[config.mk]
export PLATFORM = sky130hd
export DESIGN_NAME = seg_scan_mux
export DESIGN_NICKNAME = d
export VERILOG_FILES = /design/src/rtl/seg_scan_pkg.sv /design/src/rtl/seg_scan_mux_scan_slot_timer.sv /design/src/rtl/seg_scan_mux.sv
export SDC_FILE = /design/constraint.sdc
export NUM_CORES = 1
export LEC_CHECK = 0
export BUFFER_PORTS_ARGS = -buffer_cell sky130_fd_sc_hd__buf_4
export CAP_MARGIN = 5
export CORE_MARGIN = 8
export CORE_UTILIZATION = 47
export CTS_BUF_LIST = sky130_fd_sc_hd__clkbuf_8 sky130_fd_sc_hd__clkbuf_16
export CTS_CLUSTER_SIZE = 12
export DETAILED_ROUTE_END_ITERATION = 10
export PLACE_DENSITY = 0.73
export SYNTH_ARGS = -nofsm -noshare
export SYNTH_HDL_FRONTEND = slang
export SYNTH_HIERARCHICAL = 1
export SYNTH_SLANG_ARGS = --single-unit
export TNS_END_PERCENT = 50
[constraint.sdc]
create_clock -name clk -period 4 [get_ports clk]
set_input_delay 0.6 -clock clk [delete_from_list [all_inputs] [get_ports clk]]
set_output_delay 0.6 -clock clk [all_outputs]
set_load 0.02 [all_outputs]
[src/rtl/seg_scan_pkg.sv]
// Shared types and helpers for the multiplexed 7-segment scanner.
// Holds the scan state enum, the dark segment pattern and a digit extractor.
package seg_scan_pkg;

    typedef enum logic [1:0] {
        OFF,
        BLANK,
        DRIVE
    } scan_state_e;

    localparam logic [6:0] SEG_OFF    = 7'h7F;
    localparam int         MAX_DIGITS = 16;
    localparam int         EXT_W      = 7 * MAX_DIGITS;

    // Pick digit idx out of a packed bus, digit 0 in the low bits.
    function automatic logic [6:0] seg_digit(
        input logic [EXT_W-1:0] bus,
        input int unsigned      idx
    );
        return bus[7*idx +: 7];
    endfunction

endpackage

[src/rtl/seg_scan_mux_scan_slot_timer.sv]
// Slot cycle counter for the segment scanner.
// Ports: clk, reset (async, high), clear (sync), slot_end, blank_end.
module scan_slot_timer #(
    parameter int REFRESH_DIV  = 50000,
    parameter int BLANK_CYCLES = 500
) (
    input  logic clk,
    input  logic reset,
    input  logic clear,
    output logic slot_end,
    output logic blank_end
);

    localparam int CW = $clog2(REFRESH_DIV);
    localparam int BE = (BLANK_CYCLES == 0) ? 0 : BLANK_CYCLES - 1;

    logic [CW-1:0] cnt_q;
    logic [CW-1:0] cnt_d;

    always_comb begin
        cnt_d = clear ? '0 : cnt_q + 1'b1;
    end

    always_ff @(posedge clk or posedge reset) begin
        if (reset) begin
            cnt_q <= '0;
        end else begin
            cnt_q <= cnt_d;
        end
    end

    assign slot_end  = (cnt_q == CW'(REFRESH_DIV - 1));
    // With no blank gap the BLANK state is never entered.
    assign blank_end = (BLANK_CYCLES != 0) && (cnt_q == CW'(BE));

endmodule

[src/rtl/seg_scan_mux.sv]
// Time-multiplexed 7-segment driver: one digit per slot, blank gap first.
// Ports: clk, reset, enable, seg_in, [blink_mask], seg_out, an, digit_idx,
// frame_start. Optional blink support under macro SEG_SCAN_BLINK_EN.
module seg_scan_mux
    import seg_scan_pkg::*;
#(
    parameter int NUM_DIGITS   = 8,
    parameter int REFRESH_DIV  = 50000,
    parameter int BLANK_CYCLES = 500,
    parameter int BLINK_FRAMES = 64
) (
    input  logic                          clk,
    input  logic                          reset,
    input  logic                          enable,
    input  logic [7*NUM_DIGITS-1:0]       seg_in,
`ifdef SEG_SCAN_BLINK_EN
    input  logic [NUM_DIGITS-1:0]         blink_mask,
`endif
    output logic [6:0]                    seg_out,
    output logic [NUM_DIGITS-1:0]         an,
    output logic [$clog2(NUM_DIGITS)-1:0] digit_idx,
    output logic                          frame_start
);

    localparam int          IW   = $clog2(NUM_DIGITS);
    localparam logic [IW-1:0] LAST = IW'(NUM_DIGITS - 1);
    localparam scan_state_e ENTRY = (BLANK_CYCLES == 0) ? DRIVE : BLANK;

    scan_state_e state_q, state_d;
    logic [IW-1:0] digit_q, digit_d;
    logic [6:0] snap_q, snap_d;
    logic [6:0] seg_q, seg_d;
    logic [NUM_DIGITS-1:0] an_q, an_d;
    logic fs_q, fs_d;
    logic tmr_clear, slot_end, blank_end, blink_dark;
    logic [EXT_W-1:0] seg_ext;

    assign seg_ext = EXT_W'(seg_in);

    scan_slot_timer #(
        .REFRESH_DIV (REFRESH_DIV),
        .BLANK_CYCLES(BLANK_CYCLES)
    ) u_timer (
        .clk      (clk),
        .reset    (reset),
        .clear    (tmr_clear),
        .slot_end (slot_end),
        .blank_end(blank_end)
    );

    always_comb begin
        state_d   = state_q;
        digit_d   = digit_q;
        snap_d    = snap_q;
        fs_d      = 1'b0;
        tmr_clear = 1'b0;
        if (!enable) begin
            state_d   = OFF;
            digit_d   = '0;
            tmr_clear = 1'b1;
        end else begin
            unique case (state_q)
                OFF: begin
                    state_d   = ENTRY;
                    digit_d   = '0;
                    snap_d    = seg_digit(seg_ext, 0);
                    fs_d      = 1'b1;
                    tmr_clear = 1'b1;
                end
                BLANK: begin
                    if (blank_end) state_d = DRIVE;
                end
                DRIVE: begin
                    if (slot_end) begin
                        tmr_clear = 1'b1;
                        state_d   = ENTRY;
                        digit_d   = (digit_q == LAST) ? '0 : digit_q + 1'b1;
                        snap_d    = seg_digit(seg_ext, int'(digit_d));
                        fs_d      = (digit_q == LAST);
                    end
                end
                default: state_d = OFF;
            endcase
        end
    end

    // Outputs are registered from next-state values so they line up
    // with the state they describe.
    always_comb begin
        an_d  = '1;
        seg_d = SEG_OFF;
        if (state_d == DRIVE && !blink_dark) begin
            an_d[digit_d] = 1'b0;
            seg_d         = snap_d;
        end
    end

    always_ff @(posedge clk or posedge reset) begin
        if (reset) begin
            state_q <= OFF;
            digit_q <= '0;
            snap_q  <= SEG_OFF;
            seg_q   <= SEG_OFF;
            an_q    <= '1;
            fs_q    <= 1'b0;
        end else begin
            state_q <= state_d;
            digit_q <= digit_d;
            snap_q  <= snap_d;
            seg_q   <= seg_d;
            an_q    <= an_d;
            fs_q    <= fs_d;
        end
    end

`ifdef SEG_SCAN_BLINK_EN
    localparam int FW = (BLINK_FRAMES > 1) ? $clog2(BLINK_FRAMES) : 1;

    logic [FW-1:0] fcnt_q, fcnt_d;
    logic phase_q, phase_d;

    // Frame counter advances on wrap pulses only; a restart from OFF
    // begins frame 0 in the visible phase.
    always_comb begin
        fcnt_d  = fcnt_q;
        phase_d = phase_q;
        if (state_d == OFF) begin
            fcnt_d  = '0;
            phase_d = 1'b0;
        end else if (fs_d && state_q != OFF) begin
            if (fcnt_q == FW'(BLINK_FRAMES - 1)) begin
                fcnt_d  = '0;
                phase_d = ~phase_q;
            end else begin
                fcnt_d = fcnt_q + 1'b1;
            end
        end
    end

    always_ff @(posedge clk or posedge reset) begin
        if (reset) begin
            fcnt_q  <= '0;
            phase_q <= 1'b0;
        end else begin
            fcnt_q  <= fcnt_d;
            phase_q <= phase_d;
        end
    end

    assign blink_dark = phase_d & blink_mask[digit_d];
`else
    // Blink support absent; parameter kept for a uniform interface.
    assign blink_dark = 1'b0 & (|BLINK_FRAMES);
`endif

    assign seg_out     = seg_q;
    assign an          = an_q;
    assign digit_idx   = digit_q;
    assign frame_start = fs_q;

endmodule

# Yosys cells after proc, flatten, opt, wreduce, memory -nomap -nowiden
# Cells that the tools add are included.
# W data, S select, Z words.
# word_totals
register_bits,44
inputBits,59
output_inout_bits,19
word_cells,44
# classes
n_addsub,2
mul,1
order_cmp,2
eq_ne,6
shift,1
n_mux,22
bitwise,1
reduce_logical,2
# ops
cell,n
$shiftx A112 B7 Y7,1
$mux W7,3
$add A16 B1 Y16 const B,1
$eq A16 B16 Y1 const B,1
$eq A16 B9 Y1 const B,1
$mux W16,1
$pmux W7 S2,1
$mux W3,3
$mux W8,1
$not A8 Y8,1
$mul A3 B3 Y6 const A,1
$mux W2,3
$pmux W2 S3,1
$pmux W3 S2,1
$mux W1,5
$eq A2 B2 Y1 const B,2
$lt A3 B4 Y1 const B,1
$pmux W1 S2,2
$add A3 B1 Y3 const B,1
$demux W1 S3,1
$eq A3 B3 Y1 const B,1
$ge A3 B1 Y1 const B,1
$eq A2 B1 Y1 const B,1
$logic_not A2 Y1,1
$logic_and A1 B1 Y1,1

# Depth between registers and ports, before layout
# depth
word_depth,11
mapped_depth,9
ltp_nobuf,7

# Hierarchy
# The synthesis kept the hierarchy.
# modules_own_cells
module,n_inst,cells_per_inst,area_each_um2,seq_area_each_um2
seg_scan_mux,1,184,1889.3,728.2
scan_slot_timer,1,90,857.1,400.4

# Least setup slack after synthesis
# No wires, ideal clock.
# synth_timing
kind,register to register
from,register u_timer.cnt_q[10]
to,"register an_q[4], in the netlist an[4]"
setup_ns,0.094
t_arrival_ns,2.054
t_required_ns,3.906
slack_ns,1.851
path_stages_with_launch,8
path_buffers,1
synth_period_minus_slack_ns,2.149
cell_sequence,dfrtp_1 -> nor4b_1 -> nand2_1 -> nor4_1 -> buf_2 -> o21ai_1 -> a32o_1 -> or4_1
# synth_between
elab_chain_len,10
elab_cells_between_ends,17
classes_between,order compare (2); eq/ne (3); mux (10); bitwise (1); reduce/logical (1)
# synth_rtl
item,line_no,text
"start, declared",seg_scan_mux_scan_slot_timer.sv:17,logic [CW-1:0] cnt_q;
"start signal, assigned",seg_scan_mux_scan_slot_timer.sv:28,cnt_q <= cnt_d;
$eq A16 B16 Y1 *,seg_scan_mux_scan_slot_timer.sv:32,assign slot_end = (cnt_q == CW'(REFRESH_DIV - 1));
net slot_end,seg_scan_mux.sv:35,"logic tmr_clear, slot_end, blank_end, blink_dark;"
$mux W3,seg_scan_mux.sv:74,if (slot_end) begin
$pmux W3 S2,seg_scan_mux.sv:62,unique case (state_q)
$mux W3,seg_scan_mux.sv:57,if (!enable) begin
$lt A3 B4 Y1 (not written as such) or $ge A3 B1 Y1 (tied branches),seg_scan_mux.sv:93,an_d[digit_d] = 1'b0;
$logic_and A1 B1 Y1 (not written as such),seg_scan_mux.sv:93,
$mux W1 (not written as such),seg_scan_mux.sv:93,
$demux W1 S3,seg_scan_mux.sv:93,
$not A8 Y8 (no source line),--,
$mux W8 *,seg_scan_mux.sv:92,if (state_d == DRIVE && !blink_dark) begin
net an_d[4],seg_scan_mux.sv:33,"logic [NUM_DIGITS-1:0] an_q, an_d;"
"end signal, assigned",seg_scan_mux.sv:111,an_q <= an_d;
"end, declared",seg_scan_mux.sv:33,
# Mark *: on every way through the listed nets, which the timed path passes. The rest lies on a longest branch.

# Worst setup path after layout
# layout_timing
from,"register digit_q[0], in the netlist digit_idx[0]"
to,"register an_q[4], in the netlist an[4]"
# layout_between
elab_chain_len,11
elab_cells_between_ends,13
classes_between,add/sub (1); order compare (2); eq/ne (1); mux (7); bitwise (1); reduce/logical (1)
# layout_rtl
item,line_no,text
"start, declared",seg_scan_mux.sv:30,"logic [IW-1:0] digit_q, digit_d;"
"start signal, assigned",seg_scan_mux.sv:108,digit_q <= digit_d;
$add A3 B1 Y3 or $eq A3 B3 Y1 (tied branches),seg_scan_mux.sv:77,digit_d = (digit_q == LAST) ? '0 : digit_q + 1'b1;
$mux W3,seg_scan_mux.sv:77,
$mux W3,seg_scan_mux.sv:74,
$pmux W3 S2 *,seg_scan_mux.sv:62,
$mux W3 *,seg_scan_mux.sv:57,
$lt A3 B4 Y1 (not written as such) or $ge A3 B1 Y1 (tied branches),seg_scan_mux.sv:93,
$logic_and A1 B1 Y1 (not written as such),seg_scan_mux.sv:93,
$mux W1 (not written as such),seg_scan_mux.sv:93,
$demux W1 S3 *,seg_scan_mux.sv:93,
$not A8 Y8 (no source line) *,--,
$mux W8 *,seg_scan_mux.sv:92,
net an_d[4],seg_scan_mux.sv:33,
# Marked as above.

==> summary.txt <==
Yosys
  • Synth Warn #: 6
  • Yosys cell types: 51
  • Avg Cell Area, Syn: roughly 10 um^2
  • EDFF count, synth: 0
  • Sequential area share after synthesis: roughly two fifths
  • Main synth FF type: dfstp_2
  • Synthesized area: approximately 2700 um^2
  • Flops & latches, synth: 44
  • Ys async rst share: 100%
  • Synth Instances: 274
  • Syn nets: 336

Power and ir drop
  • Worst IR Drop VDD: about 0.15 mV
  • P_leak: ~1.4 nW
  • Power per cell area: roughly 270 nW/um^2

Place
  • DP HPWL: roughly 5700 um
  • Buffers on Ports: 77
  • GPL Wtd Cong: ~0.84
  • Dpl cells: between 400 and 500
  • Pre-CTS setup slack: between 1000 and 1500 ps

Outcome
  • Status: finished, final reports clean

Clock network
  • Worst-path clk slew: 100 ps
  • PostCTS Resize Cnt: 0
  • TritonCTS clock tree: done
  • H-Tree Depth: 2
  • Clock buffer count from CTS: 5
  • Clock Latency Late Sink: between 300 and 400 ps
  • Clock sinks: 44
  • Total setup buffers inserted after CTS: 0
  • Root Driver: clkbuf_8
  • Hold_buf cts: 0
  • Maximum root-to-sink buffer count: 2

Worst setup path
  • R2R depth: 6
  • CP cell instances: ha_1 -> ha_1 -> nor4b_2 -> o21ai_2 -> o2111ai_1 -> or4_1
  • Critical Path Max Stage Delay: about 860 ps
  • Crit path launch type: flip-flop
  • Worst path required time: roughly 4200 ps
  • Slowest cell on crit path: dfrtp_1
  • Worst path depth: 6
  • Critical Path Sink Type: flip-flop
  • Flop-to-flop setup slack: 1100 ps
  • Most frequent CP cell: ha_1
  • Delay-heaviest family, CP: adder cells
  • Crit Path Max Fanout: 21
  • Buf+Inv Stages, Crit Path: 0
  • WS Path Type: flip-flop to flip-flop
  • Worst EP arrival: 3140 ps

Floorplan
  • Row count: 28
  • DIE AREA: approximately 8500 um^2
  • # IOs: between 70 and 80
  • Initial Util: 47.5%
  • Horiz. Die Dim: 92.4 um
  • Die height: just over 90 um
  • Core Area: 5780 um^2

STA
  • Post-route setup slack: 1100 ps
  • RSZ-0062 raised after global routing: no
  • Worst Tran Pin Value: 1090 ps
  • Final Skew: 14.3 ps
  • Setup TNS: 0 ps
  • Pins Over Slew Limit: 0
  • Fin crit period: ~2900 ps
  • Fin crit share: between 70% and 80%
  • Final Hold Vio Count: 0
  • Final setup viols: 0
  • Slew HR: between 20% and 30%
  • Fmax: roughly 0.34 GHz

Global route
  • Largest net degree at the start of global routing: 29
  • Number of global-route vias before repair: 2,637
  • Initial antenna violation count: 0
  • All-Layer GR Usage: between 10% and 20%
  • Global-route wire length before repair: ~13,000 um
  • GR Overflow Total: 0

Layout
  • Fin cells: about 420
  • Final core occ: roughly three fifths
  • Antenna cells: 0
  • Area grow syn2layout: 25.4%
  • Layout cells sized above 1: between 30% and 40%
  • Final net count: ~400
  • Most frequent cells in the layout: buf_4 (78), nor2_1 (28), dfstp_2 (22), dfrtp_1 (22), a21oi_1 (19)
  • Commonest non-fill, non-tap cell in the layout: buf_4

Run
  • Max Cap Violations: 0

Routing
  • Drt pass-1 iters: 4
  • DR vias/cell: between 5 and 6
  • Drt initial violations: about 130
  • WL final: 7770 um
  • Antenna-violating nets left: 0
  • Drt drc: 0
  • Via count: ~2.5k
  • Routed length per placed instance: ~19 um

Worst hold path
  • HP Class: input port to async pin
==> cell usage after synthesis, types with 4 or more instances <==
master | count | share of area, %
a21oi_1 | 19 | 3.5
a221oi_1 | 7 | 2.2
a22oi_1 | 7 | 1.9
a31o_1 | 7 | 2.2
buf_2 | 6 | 1.1
clkbuf_1 | 5 | 0.68
dfrtp_1 | 22 | 20
dfstp_2 | 22 | 21
inv_1 | 9 | 1.2
mux2_2 | 4 | 1.6
mux4_2 | 7 | 5.7
nand2_1 | 12 | 1.6
nand3_1 | 5 | 0.91
nand4_1 | 5 | 1.1
nor2_1 | 28 | 3.8
nor2b_1 | 6 | 1.4
nor3b_1 | 7 | 1.9
nor4_1 | 6 | 1.4
o21a_1 | 7 | 1.9
o21ai_0 | 11 | 2.0
o31ai_1 | 18 | 4.9
or3b_1 | 7 | 2.2
or4_1 | 5 | 1.4
==> worst paths after layout <==
| kind | start | endpoint |
|---|---|---|
| setup / recovery | digit_idx[0] | an[4] |
| hold / removal | reset | u_timer/cnt_q[13] |
| setup reg to reg | digit_idx[0] | an[4] |
| hold reg to reg | u_timer/cnt_q[0] | u_timer/cnt_q[0] |
| max in group asynchronous | reset | state_q[0] |
| min in group clk | u_timer/cnt_q[0] | u_timer/cnt_q[0] |
==> per-layer routing <==
| layer | GRT usage [%] | wire length [um] |
|---|---|---|
| met5 | 0 | 0 |
| met2 | 30.3 | 3920 |
| met1 | 22.0 | 3060 |
| met3 | 5.26 | 611 |
| met4 | 7.65 | 178 |
==> stage by stage <==
stage	total power [mW]	hold WS (ps)	area (um^2)
finish	0.919	379	3440
global route	0.952	428	3440
CTS	0.922	398	3440
detailed placement	0.591	500	3330
global placement	0.588	493	3330
floorplan	0.532	465	2750
==> power by group <==
part / leakage (nW) / internal (mW) / switching [mW]
registers: 0.534 / 0.463 / 0.0105
clock network: 0.0530 / 0.163 / 0.172
logic: 0.786 / 0.0621 / 0.0479
total: 1.37 / 0.689 / 0.231
==> registers in the layout, indices dropped and copies added, names as in the netlist <==
| register | cells |
|---|---|
| state_q | 2 |
| digit_idx | 3 |
| u_timer/cnt_q | 16 |
| seg_out | 7 |
| an | 8 |
| snap_q | 7 |
| frame_start | 1 |
==> final cells by class <==
class	count	area, um^2
Timing Repair Buffer	78	586
Inverter	9	33.8
Sequential cell	44	1130
Fill cell	516	2340
Clock buffer	6	93.8
Tap cell	75	93.8
Clock inverter	2	16.3
Multi-Input combinational cell	204	1490
==> cell families (layout without fill, tap and decap cells) <==
logic type               after synthesis  count (layout)  share of synthesized area [%]
AO/OA/AOI/OAI                         85              85                           21.4
flip-flops                            44              44                           41.1
XOR/XNOR                               3               3                          0.957
AND/OR/NAND/NOR                      102             102                           23.0
adder cells (fa/ha/maj)                3               3                           1.37
buffers and inverters                 26              95                           4.83
multiplexers                          11              11                           7.38
(Power assumes the default switching activity.)
